File: config.mk
export PLATFORM = sky130hd
export DESIGN_NAME = sap_prog_loader
export DESIGN_NICKNAME = d
export VERILOG_FILES = /design/src/rtl/sap_prog_loader.sv
export SDC_FILE = /design/constraint.sdc
export NUM_CORES = 1
export LEC_CHECK = 0
export BUFFER_PORTS_ARGS = -buffer_cell sky130_fd_sc_hd__clkbuf_2
export CORE_UTILIZATION = 55
export DETAILED_ROUTE_END_ITERATION = 6
export PLACE_DENSITY_LB_ADDON = 0.2
export RECOVER_POWER = 50
export SYNTH_ARGS = -nofsm -noshare
export SYNTH_HDL_FRONTEND = slang
export SYNTH_SLANG_ARGS = --single-unit
File: constraint.sdc
create_clock -name clk -period 2.85 [get_ports clk]
set_input_delay 0.285 -clock clk [delete_from_list [all_inputs] [get_ports clk]]
set_output_delay 0.285 -clock clk [all_outputs]
set_load 0.05 [all_outputs]
File: src/rtl/sap_prog_loader.sv
// SAP-1 program-mode loader: debounces the write button and turns each press
// into one clean RAM write cycle (SETUP, WRITE, HOLD) with optional auto-increment addressing.
module sap_prog_loader #(
  parameter int unsigned DEBOUNCE_CYCLES = 50000,
  parameter int unsigned WR_PULSE        = 2
) (
  input  logic       clk,
  input  logic       clr,
  input  logic       run_prog,
  input  logic       btn_wr,
  input  logic       addr_mode,
  input  logic [3:0] sw_addr,
  input  logic [7:0] sw_data,
  output logic [3:0] ram_addr,
  output logic [7:0] ram_data,
  output logic       data_oe,
  output logic       ram_nce,
  output logic       ram_nwr,
  output logic       busy,
  output logic [3:0] cur_addr,
  output logic [4:0] wr_count,
  output logic       load_done
);

  localparam int unsigned DbW = $clog2(DEBOUNCE_CYCLES + 1);
  localparam int unsigned WpW = $clog2(WR_PULSE + 1);

  typedef enum logic [2:0] {StIdle, StSetup, StWrite, StHold, StWaitRel} state_e;

  state_e           state;
  logic             sync1, sync2;
  logic             level;
  logic             press;
  logic [DbW-1:0]   db_cnt;
  logic [WpW-1:0]   wp_cnt;

  // Synchronizer and debouncer; press pulses for one cycle on an accepted rise.
  always_ff @(posedge clk or posedge clr) begin
    if (clr) begin
      sync1  <= 1'b0;
      sync2  <= 1'b0;
      level  <= 1'b0;
      press  <= 1'b0;
      db_cnt <= '0;
    end else begin
      sync1 <= btn_wr;
      sync2 <= sync1;
      press <= 1'b0;
      if (sync2 == level) begin
        db_cnt <= '0;
      end else if (db_cnt == DbW'(DEBOUNCE_CYCLES - 1)) begin
        level  <= sync2;
        press  <= sync2;
        db_cnt <= '0;
      end else begin
        db_cnt <= db_cnt + 1'b1;
      end
    end
  end

  always_ff @(posedge clk or posedge clr) begin
    if (clr) begin
      state     <= StIdle;
      wp_cnt    <= '0;
      ram_addr  <= 4'h0;
      ram_data  <= 8'h00;
      data_oe   <= 1'b0;
      ram_nce   <= 1'b1;
      ram_nwr   <= 1'b1;
      busy      <= 1'b0;
      cur_addr  <= 4'h0;
      wr_count  <= 5'd0;
      load_done <= 1'b0;
    end else if (run_prog) begin
      // Run mode aborts any write in flight without touching counters.
      state   <= StIdle;
      data_oe <= 1'b0;
      ram_nce <= 1'b1;
      ram_nwr <= 1'b1;
      busy    <= 1'b0;
    end else begin
      unique case (state)
        StIdle: begin
          if (press) begin
            state    <= StSetup;
            ram_addr <= addr_mode ? sw_addr : cur_addr;
            ram_data <= sw_data;
            ram_nce  <= 1'b0;
            data_oe  <= 1'b1;
            busy     <= 1'b1;
          end
        end
        StSetup: begin
          state   <= StWrite;
          ram_nwr <= 1'b0;
          wp_cnt  <= '0;
        end
        StWrite: begin
          if (wp_cnt == WpW'(WR_PULSE - 1)) begin
            state   <= StHold;
            ram_nwr <= 1'b1;
          end else begin
            wp_cnt <= wp_cnt + 1'b1;
          end
        end
        StHold: begin
          state   <= StWaitRel;
          ram_nce <= 1'b1;
          data_oe <= 1'b0;
          busy    <= 1'b0;
          if (wr_count != 5'd16) wr_count <= wr_count + 5'd1;
          if (ram_addr == 4'hF) load_done <= 1'b1;
          if (!addr_mode) cur_addr <= ram_addr + 4'd1;
        end
        StWaitRel: begin
          if (!level) state <= StIdle;
        end
        default: state <= StIdle;
      endcase
    end
  end

endmodule

==> flow_metrics.env <==
export IMPL_cts_tree="done"
export IMPL_synth_top_family_by_area="simple AND/OR/NAND/NOR gates"
export IMPL_syn_area_um2=2310
export IMPL_clk_pin_slew_worst_paths_ps=90
export IMPL_grt_met2_usage_pct=30.9
export IMPL_tightest_slew_ps=1800
export IMPL_cts_sinks=50
export IMPL_vias=1578
export IMPL_cts_made_buffers=5
export IMPL_syn_to_final_growth_pct=12.7
export IMPL_worstHoldPathCells=1
export IMPL_core_area_um2=4030
export IMPL_reg2reg_depth=3
export IMPL_ys_ff_latch=50
export IMPL_yosysTopAreaCell="dfrtp_1"
export IMPL_wl_per_cell_um=12.9
export IMPL_num_rows=23
export IMPL_htreeDepth=2
export IMPL_synth_fa_ha_area_share_pct=2.70
export IMPL_dieArea_um2=4470
export IMPL_drt_iter0_drc=73
export IMPL_fin_crit_sh_pct=62.4
export IMPL_syn_num_nets=230
export IMPL_grt_pass1_wl_mm=6.32
export IMPL_drive_gt1_share_pct=23.8
export IMPL_viasPerCell=5.30
export IMPL_finalSetupViolCount=0
export IMPL_hold_slack_ps=85.3
export IMPL_antenna_found_initial=0
export IMPL_synth_compound_area_share_pct=5.30
export IMPL_synth_mux_area_share_pct=7.36
export IMPL_power_frac_clock_pct=33.3
export IMPL_n_antenna_cell=0
export IMPL_drtPass1Iterations=6
export IMPL_die_w_um=66.9
export IMPL_ctsResizeCount=0
export IMPL_seq_power_share_pct=58.0
export IMPL_maxCapViolations=1
export IMPL_p_int_uw=951
export IMPL_gr_usage_met3_pct=5.99
export IMPL_yosys_warnings=0
export IMPL_nFillCells=344
export IMPL_clk_latency_ps=300
export IMPL_peakVddDrop_mv=0.299
export IMPL_cp_arrival_ps=1970
export IMPL_synthTopCellsByArea="dfrtp_1 52%, xnor2_1 6.8%, mux2_2 3.9%, nor2_1 3.9%, ha_1 2.7%"
export IMPL_fin_tns_setup_ps=0
export IMPL_power_switching_uw=322
export IMPL_track_usage_pct=19.7
export IMPL_synth_distinct_cells=39
export IMPL_synth_cells=208
export IMPL_cts_root_buf="clkbuf_8"
export IMPL_pwr_density_cell_nw_per_um2=488
export IMPL_die_h_um=66.9
export IMPL_status="complete, but fails checks"
export IMPL_place_gp_congestion=0.759
export IMPL_post_cts_setup_buffer_count=0
export IMPL_final_cell_mix="48 x dfrtp_1, 37 x clkbuf_2, 24 x nor2_1, 18 x xnor2_1, 13 x nand2_1"
export IMPL_start_util_pct=57.4
export IMPL_multi_input_area_um2=961
export IMPL_wl_mm=3.85
export IMPL_grt_max_degree=51
export IMPL_final_common_cell="dfrtp_1"
export IMPL_min_period_ps=1780
export IMPL_final_nets=269
export IMPL_worst_setup_path_type="reg -> reg"
export IMPL_io_buffers=42
export IMPL_fmax_mhz=563
export IMPL_hold_viol_final=0
export IMPL_drc=0
export IMPL_rsz0062_at_grt="false"
export IMPL_grt_pass1_vias=1430
export IMPL_fin_skew_ps=9.98
export IMPL_critPathLaunchType="flip-flop"
export IMPL_grt_use_met1_pct=25.0
export IMPL_hold_path_class="in -> reg"
export IMPL_power_frac_comb_pct=8.7
export IMPL_synth_xor_area_share_pct=8.33
export IMPL_ff_latch_area_um2=1250
export IMPL_leakage_nw=1.23
export IMPL_end_kind="flip-flop"
export IMPL_cp_required_ps=3040
export IMPL_ys_seq_area_share_pct=54.2
export IMPL_grt_overflow=0
export IMPL_slew_headroom_pct=-20.4
export IMPL_dp_hpwl_mm=2.77
export IMPL_antenna_left=0
export IMPL_swShare_pct=25.3
export IMPL_ctsHoldBuffers=0
export IMPL_synth_top_area_share_pct=51.9
export IMPL_grt_busiest_layer="met2"
export IMPL_slew_viol_final=51
export IMPL_avgSynthCellArea_um2=11.1
export IMPL_cts_max_path_buffers=2
export IMPL_violations="max-capacitance violations, max-slew violations"
export IMPL_num_io_pins=43
export IMPL_critPathMaxFanout=12
export IMPL_synth_simple_area_share_pct=17.8
[power by group through the flow]
| stage | clock [mW] | combinational, mW | sequential [mW] |
|---|---|---|---|
| 2_1_floorplan | 0 | 0.0450 | 0.789 |
| 3_3_place_gp | 0 | 0.112 | 0.752 |
| 3_5_place_dp | 0 | 0.113 | 0.752 |
| 4_1_cts | 0.435 | 0.113 | 0.739 |
| 5_1_grt | 0.463 | 0.120 | 0.741 |
| 6_report | 0.424 | 0.110 | 0.738 |
[cell families (layout without fill, tap and decap cells)]
group,after synthesis,in the layout
and+or+nand+nor,78,78
AOI/OAI and AO/OA,20,20
DFF,50,50
buffers and inverters,18,58
adders and majority gates,5,5
xor gates and xnor gates,22,22
muxes,15,15
[path summary, 6_finish.rpt]
kind                          start           to  slack [ps]
max                        state[0]  cur_addr[1]        1070
min                          btn_wr        sync1          90
max reg2reg                state[0]  cur_addr[1]        1070
min reg2reg                   sync1        sync2         350
max in group asynchronous       clr   db_cnt[15]        1280
min in group asynchronous       clr    db_cnt[8]         530
[critical path, stage by stage (launching register included)]
cell      delay, ps
dfrtp_1         560
and4bb_1        340
nor2b_1         390
mux2_2          380
[cell type report]
type,count,area share [%]
sequential,50,48.1
multi-input combinational,140,36.9
inverter,8,1.15
clock inverter,2,0.480
timing repair buffer,42,7.83
tap,50,2.40
clock buffer,6,3.17
[metal layers]
| metal | vias up | wire length (um) |
|---|---|---|
| li1 | 788 | - |
| met5 | - | 0 |
| met2 | 35 | 1800 |
| met4 | 0 | 65 |
| met3 | 6 | 165 |
| met1 | 749 | 1810 |
[registers in the layout, summed over array words and instances, names as in the netlist]
signal     count
db_cnt        16
sync1          1
ram_data       8
sync2          1
wp_cnt         2
busy           1
load_done      1
press          1
state          3
wr_count       5
cur_addr       4
ram_nwr        1
level          1
ram_nce        1
ram_addr       4
[metrics by stage]
stage                     utilization, %  cells  power [mW]  area [um2]  setup WS (ps)
after detailed placement            62.5    290       0.866        2520           1090
after CTS                           64.8    298        1.29        2610           1070
after global placement              62.5    290       0.864        2520           1140
after floorplan                        -    208       0.834        2310           1150
final                               64.7    298        1.27        2610           1070
after global routing                64.7    298        1.32        2610            904
[cells in the mapped netlist (all sizes together)]
| cell | instances |
|---|---|
| a2111oi | 1 |
| a21o | 1 |
| a21oi | 5 |
| a41o | 1 |
| and3 | 2 |
| and4bb | 1 |
| buf | 6 |
| clkbuf | 4 |
| dfrtp | 48 |
| dfstp | 2 |
| ha | 5 |
| inv | 8 |
| mux2 | 10 |
| mux2i | 5 |
| nand2 | 13 |
| nand2b | 3 |
| nand3 | 7 |
| nand4 | 6 |
| nor2 | 24 |
| nor2b | 4 |
| nor3 | 7 |
| nor3b | 2 |
| nor4 | 4 |
| nor4b | 1 |
| nor4bb | 3 |
| o21a | 2 |
| o21ai | 7 |
| o21bai | 1 |
| o22ai | 1 |
| o31ai | 1 |
| or4 | 1 |
| xnor2 | 18 |
| xor2 | 4 |
(Power assumes the default switching activity.)
